===== src/rtl/mem_arbiter_pkg.sv =====
// Shared encodings for the unified-memory arbiter: FSM states, requester IDs
// and the legal read-latency range.
package mem_arbiter_pkg;

  typedef enum logic [1:0] {
    ST_IDLE  = 2'd0,
    ST_ISSUE = 2'd1,
    ST_WAIT  = 2'd2,
    ST_DONE  = 2'd3
  } arb_state_e;

  localparam logic FETCH = 1'b0;
  localparam logic DATA  = 1'b1;

  localparam int LATENCY_MIN = 1;
  localparam int LATENCY_MAX = 7;
  localparam int CNT_W       = 3;

  function automatic logic lat_legal(input int lat);
    return (lat >= LATENCY_MIN) && (lat <= LATENCY_MAX);
  endfunction

endpackage


===== src/rtl/mem_arb_pick.sv =====
// Combinational winner selection between fetch and data requesters.
// MEM_ARB_RR_EN selects round-robin on conflicts; default is data-over-fetch.
module mem_arb_pick
  import mem_arbiter_pkg::*;
(
  input  logic if_req_i,
  input  logic d_req_i,
`ifdef MEM_ARB_RR_EN
  input  logic last_winner_i,
`endif
  output logic any_req_o,
  output logic winner_o
);

  assign any_req_o = if_req_i | d_req_i;

`ifdef MEM_ARB_RR_EN
  always_comb begin
    winner_o = FETCH;
    if (if_req_i && d_req_i) begin
      winner_o = ~last_winner_i;
    end else if (d_req_i) begin
      winner_o = DATA;
    end
  end
`else
  // Data wins ties so the M phase is never stalled behind a fetch.
  always_comb begin
    winner_o = FETCH;
    if (d_req_i) begin
      winner_o = DATA;
    end
  end
`endif

endmodule


===== src/rtl/mem_arbiter.sv =====
// Single-master front end for the unified I/D memory: accepts one fetch or data
// transaction at a time. Optional round-robin arbitration via MEM_ARB_RR_EN.
//
// state    | meaning
// ---------+----------------------------------------------------------
// ST_IDLE  | no transaction; requests sampled every edge
// ST_ISSUE | one cycle: winner's gnt, mem_en (and mem_we for stores)
// ST_WAIT  | LATENCY cycles counting down; read data captured at zero
// ST_DONE  | one cycle: winner's valid; requests sampled as in IDLE
module mem_arbiter
  import mem_arbiter_pkg::*;
#(
  parameter int AW      = 32,
  parameter int DW      = 32,
  parameter int LATENCY = 1
) (
  input  logic          clk,
  input  logic          rst,
  input  logic          if_req,
  input  logic [AW-1:0] if_addr,
  output logic          if_gnt,
  output logic          if_valid,
  output logic [DW-1:0] if_rdata,
  input  logic          d_req,
  input  logic          d_we,
  input  logic [AW-1:0] d_addr,
  input  logic [DW-1:0] d_wdata,
  output logic          d_gnt,
  output logic          d_valid,
  output logic [DW-1:0] d_rdata,
  output logic          mem_en,
  output logic          mem_we,
  output logic [AW-1:0] mem_addr,
  output logic [DW-1:0] mem_wdata,
  input  logic [DW-1:0] mem_rdata,
  output logic          busy
);

  if (!lat_legal(LATENCY)) begin : g_bad_latency
    $error("mem_arbiter: LATENCY out of range 1..7");
  end

  localparam logic [CNT_W-1:0] LAT_LOAD = CNT_W'(LATENCY);

  arb_state_e       state_q, state_d;
  logic [CNT_W-1:0] cnt_q;
  logic             winner_q;
  logic             we_q;
  logic [AW-1:0]    addr_q;
  logic [DW-1:0]    wdata_q;
  logic [DW-1:0]    if_rdata_q;
  logic [DW-1:0]    d_rdata_q;

  logic any_req;
  logic winner;
  logic accept;
  logic cnt_last;

`ifdef MEM_ARB_RR_EN
  logic last_winner_q;

  always_ff @(posedge clk or negedge rst) begin
    if (!rst) begin
      last_winner_q <= FETCH;
    end else if (accept) begin
      last_winner_q <= winner;
    end
  end
`endif

  mem_arb_pick u_pick (
    .if_req_i      (if_req),
    .d_req_i       (d_req),
`ifdef MEM_ARB_RR_EN
    .last_winner_i (last_winner_q),
`endif
    .any_req_o     (any_req),
    .winner_o      (winner)
  );

  assign accept   = any_req && ((state_q == ST_IDLE) || (state_q == ST_DONE));
  assign cnt_last = (cnt_q == CNT_W'(1));

  always_ff @(posedge clk or negedge rst) begin
    if (!rst) begin
      state_q <= ST_IDLE;
    end else begin
      state_q <= state_d;
    end
  end

  always_comb begin
    state_d = state_q;
    case (state_q)
      ST_IDLE:  if (any_req) state_d = ST_ISSUE;
      ST_ISSUE: state_d = ST_WAIT;
      ST_WAIT:  if (cnt_last) state_d = ST_DONE;
      ST_DONE:  state_d = any_req ? ST_ISSUE : ST_IDLE;
      default:  state_d = ST_IDLE;
    endcase
  end

  always_comb begin
    if_gnt   = 1'b0;
    d_gnt    = 1'b0;
    if_valid = 1'b0;
    d_valid  = 1'b0;
    mem_en   = 1'b0;
    mem_we   = 1'b0;
    busy     = (state_q != ST_IDLE);
    case (state_q)
      ST_ISSUE: begin
        mem_en = 1'b1;
        mem_we = we_q;
        if_gnt = (winner_q == FETCH);
        d_gnt  = (winner_q == DATA);
      end
      ST_DONE: begin
        if_valid = (winner_q == FETCH);
        d_valid  = (winner_q == DATA);
      end
      default: ;
    endcase
  end

  // Inputs are latched only at acceptance; later changes are ignored.
  always_ff @(posedge clk or negedge rst) begin
    if (!rst) begin
      winner_q <= FETCH;
      we_q     <= 1'b0;
      addr_q   <= '0;
      wdata_q  <= '0;
    end else if (accept) begin
      winner_q <= winner;
      we_q     <= (winner == DATA) && d_we;
      addr_q   <= (winner == DATA) ? d_addr : if_addr;
      wdata_q  <= (winner == DATA) ? d_wdata : '0;
    end
  end

  always_ff @(posedge clk or negedge rst) begin
    if (!rst) begin
      cnt_q      <= '0;
      if_rdata_q <= '0;
      d_rdata_q  <= '0;
    end else begin
      case (state_q)
        ST_ISSUE: cnt_q <= LAT_LOAD;
        ST_WAIT: begin
          cnt_q <= cnt_q - CNT_W'(1);
          if (cnt_last && !we_q) begin
            if (winner_q == DATA) begin
              d_rdata_q <= mem_rdata;
            end else begin
              if_rdata_q <= mem_rdata;
            end
          end
        end
        default: ;
      endcase
    end
  end

  assign mem_addr  = addr_q;
  assign mem_wdata = wdata_q;
  assign if_rdata  = if_rdata_q;
  assign d_rdata   = d_rdata_q;

endmodule


===== config.mk =====
export PLATFORM = sky130hd
export DESIGN_NAME = mem_arbiter
export DESIGN_NICKNAME = d
export VERILOG_FILES = /design/src/rtl/mem_arbiter_pkg.sv /design/src/rtl/mem_arb_pick.sv /design/src/rtl/mem_arbiter.sv
export SDC_FILE = /design/constraint.sdc
export NUM_CORES = 1
export LEC_CHECK = 0
export CAP_MARGIN = 20
export CORE_AREA = 2 2 104 106
export DETAILED_ROUTE_END_ITERATION = 8
export DIE_AREA = 0 0 106 108
export DONT_BUFFER_PORTS = 1
export PLACE_DENSITY = 0.78
export SYNTH_ARGS = -nofsm -noshare
export SYNTH_HDL_FRONTEND = slang
export SYNTH_SLANG_ARGS = --single-unit
export TNS_END_PERCENT = 1

===== constraint.sdc =====
create_clock -name clk -period 2.35 [get_ports clk]
set_input_delay 0.47 -clock clk [delete_from_list [all_inputs] [get_ports clk]]
set_output_delay 0.47 -clock clk [all_outputs]
set_load 0.02 [all_outputs]

==> After elaboration in Yosys (flattened, before gate mapping) <==
Index checks and enable logic that the tools add are counted.
{ "totals": {"out_inout_bits": 135, "word_cells": 42, "ff_bits": 135, "ramBits": 0, "input_bits": 133, "latch_bits": 0, "mem_count": 0, "mem_bits_ro": 0} }
{ "op_classes": {"n_mux": 14, "n_shift": 0, "magnitude_cmp": 0, "n_eq_ne": 6, "add_sub_neg": 1, "bitwise": 2, "n_reduce_logical": 11, "div": 0, "n_mul": 0} }
{ "ops": {"columns": ["operator", "n"], "rows": [
  ["$mux 32", 2],
  ["$mux 1", 8],
  ["$pmux 2 s4", 1],
  ["$pmux 3 s2", 1],
  ["$reduce_and 3->1", 2],
  ["$eq 2x2->1 const B", 2],
  ["$mux 2", 2],
  ["$ne 2x2->1 const B", 2],
  ["$reduce_bool 2->1", 2],
  ["$eq 3x1->1 const B", 1],
  ["$logic_and 1x1->1", 3],
  ["$sub 3x1->3 const B", 1],
  ["$eq 2x1->1 const B", 1],
  ["$logic_not 2->1", 1],
  ["$reduce_and 2->1", 1],
  ["$logic_not 1->1", 1],
  ["$logic_or 1x1->1", 1],
  ["$not 1->1", 1],
  ["$or 1x1->1", 1]
]} }

==> Logic depth before layout (Yosys ltp) <==
Gate-level depths: netlist of the first run.
{ "depth": {"depth_word": 3, "ltp_mapped": 7} }

==> Hierarchy <==
Synthesis of the first run repeated with hierarchy kept, for this count alone.
{ "hier_totals": {"cells_unflattened": 464, "area_unflattened_um2": 5753.0} }
{ "by_module_without_submodules": {"columns": ["module", "seq_area_each_um2", "instances", "area_per_inst_um2", "cells_each"], "rows": [
  ["mem_arbiter", 3378.2, 1, 5739.3, 462],
  ["mem_arb_pick", 0.0, 1, 13.8, 2]
]} }

==> Worst setup path before layout of the first run <==
OpenSTA, ideal clock, no wires.
{ "synth_path": {"path_type": "reg2reg", "from": "register state_q[0]", "to": "register if_rdata_q[21] (netlist: if_rdata[21])", "stages_incl_launch_ff": 7, "setup_slack_ns": 0.567, "arrival_ns": 1.658, "required_ns": 2.225, "path_cell_list": "dfrtp_1 inv_1 ha_1 nor2b_1 nor3b_4 buf_6 mux2_2"} }
{ "synth_between": {"elab_chain_len": 2} }
{ "synth_lines": {"columns": ["item", "line", "rtl"], "rows": [
  ["from (decl)", "mem_arbiter.sv:45", "arb_state_e state_q, state_d;"],
  ["from (signal assigned)", "mem_arbiter.sv:88", "state_q <= state_d;"],
  ["$eq 2x2->1", "mem_arbiter.sv:147", "case (state_q)"],
  ["$reduce_and 3->1 (no line)", null, null],
  ["to (signal assigned)", "mem_arbiter.sv:155", "if_rdata_q <= mem_rdata;"],
  ["to (decl)", "mem_arbiter.sv:51", "logic [DW-1:0] if_rdata_q;"]
]} }
No other way between the ends.
A chain may end at the register's enable or synchronous reset.

==> Worst setup path in the final report of the first run <==
{ "layout_path": {"from": "register state_q[1]", "to": "output d_gnt"} }
{ "layout_between": {"elab_chain_len": 2} }
{ "layout_lines": {"columns": ["item", "line", "rtl"], "rows": [
  ["$eq 2x1->1", "mem_arbiter.sv:111", "case (state_q)"],
  ["$mux 1", "mem_arbiter.sv:111", null],
  ["to (decl)", "mem_arbiter.sv:28", "output logic d_gnt,"]
]} }
No other way between the ends.

==> results of run 1 <==
## power groups by stage
stage	Clock [mW]	Combinational [mW]	Sequential, mW
2_1_floorplan	0	2.23	5.30
3_3_place_gp	0	2.45	5.57
3_5_place_dp	0	2.63	5.61
4_1_cts	2.83	2.64	5.58
5_1_grt	2.93	2.96	5.69
6_report	2.77	2.60	5.56
## timing repair
action,in CTS,in global routing
endpoints found under the setup margin,1,1
hold endpoints to repair,135,135
resized for setup,1,1
## worst max-delay path, stage by stage (launching register included)
cell     delay, ps
dfrtp_1        430
inv_1          120
ha_1           350
and2_1         330
## cells in the mapped netlist (all sizes together)
cell,number,area share
nand3,1,0.00089
dfrtp,135,0.60
o2bb2ai,1,0.0016
nor2b,3,0.0034
nand2,98,0.066
nand3b,3,0.0040
and2,3,0.0034
mux2i,32,0.057
a22o,1,0.0016
clkbuf,10,0.0072
nor2,2,0.0013
buf,18,0.023
o21bai,1,0.0013
a221oi,1,0.0016
o22a,1,0.0016
mux2,66,0.13
nor3b,1,0.0034
inv,6,0.0040
nand2b,1,0.0011
nand4,1,0.0022
o21a,1,0.0013
o21ai,68,0.061
ha,8,0.018
## flip-flops by register name, summed over array words and instances, names as in the netlist
signal and count:
mem_wdata 32, cnt_q 3, if_rdata 32, we_q 1, d_rdata 32, mem_addr 32, winner_q 1, state_q 2
## cell type report
type	instances	area, µm²
Timing Repair Buffer	7	90.09
Clock buffer	21	459.2
Multi-Input combinational cell	293	2051
Tap cell	136	170.2
Sequential cell	135	3378
Fill cell	801	3890
Inverter	6	22.52
Clock inverter	11	170.2
## logic make-up (layout without fill, tap and decap cells)
logic type / after synthesis / in the layout / synth area share
AND/OR/NAND/NOR: 113 / 113 / 0.08536
flip-flops: 135 / 135 / 0.6034
multiplexers: 98 / 98 / 0.1899
adder cells (fa/ha/maj): 8 / 8 / 0.01788
AO/OA/AOI/OAI: 74 / 74 / 0.06972
buffers and inverters: 34 / 45 / 0.03374
## metal layers
layer,track usage,vias up
li1,-,1562
met1,0.2233,1592
met2,0.3475,186
met3,0.08559,18
met4,0.1006,0
met5,0,-
## per-stage QoR
step	util	total power [mW]	worst slack (ps)	hold slack [ps]
after floorplan	-	7.525	567.4	174.4
after global placement	0.5575	8.017	506.5	177.0
after detailed placement	0.5575	8.242	398.3	176.9
after CTS	0.6193	11.05	49.09	-377.3
after global routing	0.6198	11.58	40.29	-380.3
final	0.6198	10.93	133.8	-344.3
## worst max-delay path by stage
stage,from,endpoint,depth (start not counted)
6_report,state_q[1],d_gnt,3
5_1_grt,state_q[1],d_gnt,3
4_1_cts,state_q[1],if_gnt,3
3_5_place_dp,state_q[0],mem_wdata[2],6
3_3_place_gp,state_q[1],mem_wdata[4],6
2_1_floorplan,state_q[0],if_rdata[21],6
==> impl_metrics.csv, run 1 <==
group,metric,value,unit
setup_path,required,1880,ps
route,wl_met2,6.006,mm
clock_tree,clk_pin_slew_worst_paths,60,ps
placement,dpl_cell_area,0.005704,mm²
status,violations,"negative hold slack",
finish,final_area,0.006341,mm²
route,wl,11.68,mm
global_route,antenna_found_initial,0,
synth,syn-num-nets,603,
route,vias,3358,
synth,synthCells,462,
route,drcViolationCount,0,
power,peakVddDrop,0.0009455,V
floorplanning,die_w,106,µm
synth,yosys_warnings,0,
sta,relSlewSlack,0.7029,
sta,clock.fmax,451.2,MHz
synth,syn_area,0.005599,mm²
sta,slew_violations,0,
power,switching_share,0.4035,
power,clkPwrFrac,0.253,
floorplanning,core-area,0.01023,mm²
route,wl_met1,4.208,mm
floorplanning,start_util,0.5473,
sta,min_period,2216,ps
setup_path,criticalPathCategory,"flop to output pin",
clock_tree,clock_latency,510,ps
floorplanning,dieArea,0.01145,mm²
finish,final_common_cell,"dfrtp_1",
placement,routabilityCongestion,0.7561,
floorplanning,die_y,108,µm
clock_tree,cts_buffer_depth,2,
finish,final_cell_count_no_fill,609,
floorplanning,rows,37,
setup_path,end_kind,"output pin",
sta,grt_setup_unrepaired,"false",
global_route,grt-ovfl-total,0,
sta,period_share,0.9431,
clock_tree,cts_buffers,17,
placement,place_hpwl,8.358,mm
setup_path,r2r_slack,330,ps
setup_path,r2r-end,"mem_wdata[29]",
route,drtIter0Drc,263,
finish,layout-drive-gt1-share,0.2135,
sta,hold_viol_final,135,
clock_tree,clock-sinks,135,
sta,clock_skew,4.640,ps
power,combPwrFrac,0.238,
power,power.share.sequential,0.509,
synth,ys_seq_area_frac,0.6034,
power,power_density,1724,mW/mm²
synth,synth-seq-cells,135,
finish,nNetsFinal,601,
sta,setup_viol,0,
setup_path,startpoint_type,"flop",
synth,synth_cell_types,27,
synth,syn_avg_cell_area,12.12,µm²
sta,setup_tns,0,ps
job,max-cap-violations,0,
setup_path,crit_arrival,1750,ps
route,final_antenna_net_count,0,
sta,holdWs,-344.3,ps
finish,syn_to_final_growth,13.25,%
clock_tree,cts_tree,"built",
global_route,grt_pass1_wl,17.79,mm
route,met3_wirelength,1.227,mm
sta,worst_slew_pin_slew,445.7,ps
power,leakage,2.887,nW
setup_path,reg2reg_from,"state_q[0]",
global_route,grtUsageTotal,0.2049,
finish,layout_common_cells,"dfrtp_1 (135), nand2_1 (98), o21ai_0 (68), mux2_2 (59), mux2i_1 (32)",
placement,placedCellCount,577,
finish,diodes,0,
global_route,grt_pass1_vias,3413,
setup_path,critPathMaxFanout,6,
global_route,grt_max_degree,136,
route,first_pass_iters,4,
route,via_per_inst,5.514,
status,status,"finished with violations",
clock_tree,post-cts-setup-buffers,0,
route,top_layer_used,"met4",
clock_tree,clockRootBuffer,"clkbuf_8",
floorplanning,pin_count,268,
route,wl_per_cell,19.18,µm
worst_hold_path,min_path_type,"input port to async pin",
power,p_int,6.521,mW
clock_tree,clock_tree.htree_level_count,4,
power,p_switching,4.411,mW
setup_path,worst_r2r_path_depth,7,
placement,port_buffers,0,
(Power assumes the default switching activity.)
==> run 2, diff against run 1 <==
--- a/config.mk
+++ b/config.mk
@@ -11,6 +11,8 @@
 export DIE_AREA = 0 0 106 108
 export DONT_BUFFER_PORTS = 1
 export PLACE_DENSITY = 0.78
+export RECOVER_POWER = 100
+export REMOVE_ABC_BUFFERS = 1
 export SYNTH_ARGS = -nofsm -noshare
 export SYNTH_HDL_FRONTEND = slang
 export SYNTH_SLANG_ARGS = --single-unit
==> impl_metrics.csv, run 2 (synthesis results as in run 1) <==
group,metric,value,unit
power,combPwrFrac,0.231,
sta,clock_skew,6.239,ps
setup_path,critPathMaxFanout,6,
route,first_pass_iters,6,
clock_tree,clk_pin_slew_worst_paths,60,ps
power,peakVddDrop,0.0007847,V
placement,place_hpwl,8.239,mm
sta,holdWs,-336.2,ps
route,drtIter0Drc,190,
clock_tree,clock_tree.htree_level_count,4,
clock_tree,cts_buffer_depth,2,
sta,relSlewSlack,0.5042,
finish,syn_to_final_growth,11.33,%
finish,nNetsFinal,598,
power,switching_share,0.4125,
sta,setup_viol,0,
placement,port_buffers,0,
setup_path,worst_r2r_path_depth,6,
placement,routabilityCongestion,0.7054,
clock_tree,cts_tree,"built",
finish,final_cell_count_no_fill,605,
clock_tree,clock-sinks,135,
route,drcViolationCount,0,
power,p_total,10.52,mW
setup_path,max_stage_delay,450,ps
floorplanning,core-area,0.01023,mm²
route,via_per_inst,5.517,
finish,multi_input_area,0.002046,mm²
route,final_antenna_net_count,0,
sta,timing.final.ws_setup,128.6,ps
clock_tree,clockRootBuffer,"clkbuf_8",
power,clkPwrFrac,0.241,
setup_path,cp_slowest_cell,"dfrtp_1",
setup_path,startpoint,"state_q[1]",
power,p_int,6.181,mW
floorplanning,pin_count,268,
power,leakage,2.836,nW
route,wl,11.50,mm
setup_path,startpoint_type,"flop",
finish,diodes,0,
global_route,grt_use_met3,0.08981,
setup_path,reg2reg_from,"state_q[0]",
sta,period_share,0.9453,
status,violations,"negative hold slack",
floorplanning,rows,37,
global_route,grt-ovfl-total,0,
sta,slew_violations,0,
setup_path,r2r-end,"d_rdata[8]",
sta,min_period,2221,ps
setup_path,r2r_slack,240,ps
job,max-cap-violations,0,
finish,layout-drive-gt1-share,0.2090,
floorplanning,die_y,108,µm
floorplanning,die_w,106,µm
floorplanning,dieArea,0.01145,mm²
route,wl_per_cell,19.00,µm
placement,dp_worst_setup_slack,369.4,ps
global_route,antenna_found_initial,0,
placement,placedCellCount,574,
sta,hold_viol_final,135,
setup_path,end_kind,"output pin",
status,status,"finished with violations",
finish,ff_latch_area,0.003378,mm²
global_route,grt_pass1_vias,3413,
global_route,use_met2,0.3309,
setup_path,required,1880,ps
setup_path,criticalPathCategory,"flop to output pin",
global_route,grt_max_degree,136,
finish,final_common_cell,"dfrtp_1",
global_route,grt_most_used_layer,"met2",
setup_path,path_cells,"inv_1 -> ha_1 -> and2_0",
global_route,grt_use_met1,0.2399,
finish,fill_cells,807,
worst_hold_path,min_path_type,"input port to async pin",
sta,worst_slew_pin_slew,743.7,ps
power,power_density,1688,mW/mm²
power,p_switching,4.340,mW
global_route,grtUsageTotal,0.2023,
route,vias,3338,
floorplanning,start_util,0.5473,
clock_tree,clock_latency,490,ps
clock_tree,cts_buffers,17,
sta,grt_setup_unrepaired,"false",
setup_path,crit_arrival,1750,ps
finish,layout_common_cells,"dfrtp_1 (135), nand2_1 (98), o21ai_0 (68), mux2_2 (59), mux2i_1 (32)",
sta,clock.fmax,450.2,MHz
global_route,grt_pass1_wl,17.80,mm
power,power.share.sequential,0.528,
==> run 2: power by group through the flow <==
stage          registers [mW]  logic, mW  clock network (mW)
2_1_floorplan            5.49       1.89                   0
3_3_place_gp             5.57       2.33                   0
3_5_place_dp             5.61       2.51                   0
4_1_cts                  5.58       2.50                2.59
5_1_grt                  5.69       2.78                2.72
6_report                 5.56       2.43                2.53
==> run 2: metal layers <==
layer  wire length [µm]  share of wire
met5                  0              0
met4                145          0.013
met3               1246           0.11
met2               5764           0.50
met1               4341           0.38
==> run 2: metrics by stage <==
| stage | TNS (ps) | cell area [µm²] | utilization |
|---|---|---|---|
| after detailed placement | 0 | 5669 | 0.5541 |
| after floorplan | -175290 | 5433 | - |
| after CTS | 0 | 6248 | 0.6107 |
| after global placement | 0 | 5669 | 0.5541 |
| final | 0 | 6233 | 0.6093 |
| after global routing | 0 | 6233 | 0.6093 |
==> run 2: repair_timing <==
action,CTS,global route
hold endpoints to repair,135,135
buffers inserted,0,0
setup endpoints to repair,0,1
gates resized for setup,0,1
==> run 2: worst max path at each step <==
stage / end / slack [ps] / cells past startpoint
floorplan: mem_addr[0] / -2660 / 2
global placement: mem_wdata[26] / 490 / 5
detailed placement: mem_wdata[0] / 370 / 5
CTS: if_gnt / 60 / 3
global route: mem_we / 50 / 3
finish: mem_we / 130 / 3
==> run 2: cell type report <==
type                            instances  share of cell area
Clock buffer                           20             0.07306
Clock inverter                         11             0.01987
Inverter                                6            0.003613
Multi-Input combinational cell        293              0.3282
Sequential cell                       135              0.5420
Tap cell                              136             0.02730
Timing Repair Buffer                    4            0.006022
==> run 2: critical path: cells and delay by family (launching register included) <==
kind	cells	cell delay [ps]
fa+ha+maj	1	330
buf+inv	1	130
flops	1	450
simple gates	1	350
==> run 3, diff against run 2 <==
--- a/config.mk
+++ b/config.mk
@@ -7,6 +7,7 @@
 export LEC_CHECK = 0
 export CAP_MARGIN = 20
 export CORE_AREA = 2 2 104 106
+export CTS_CLUSTER_SIZE = 8
 export DETAILED_ROUTE_END_ITERATION = 8
 export DIE_AREA = 0 0 106 108
 export DONT_BUFFER_PORTS = 1
==> results of run 3 <==
Final layout, timing and power as in run 2 (identical DEF).
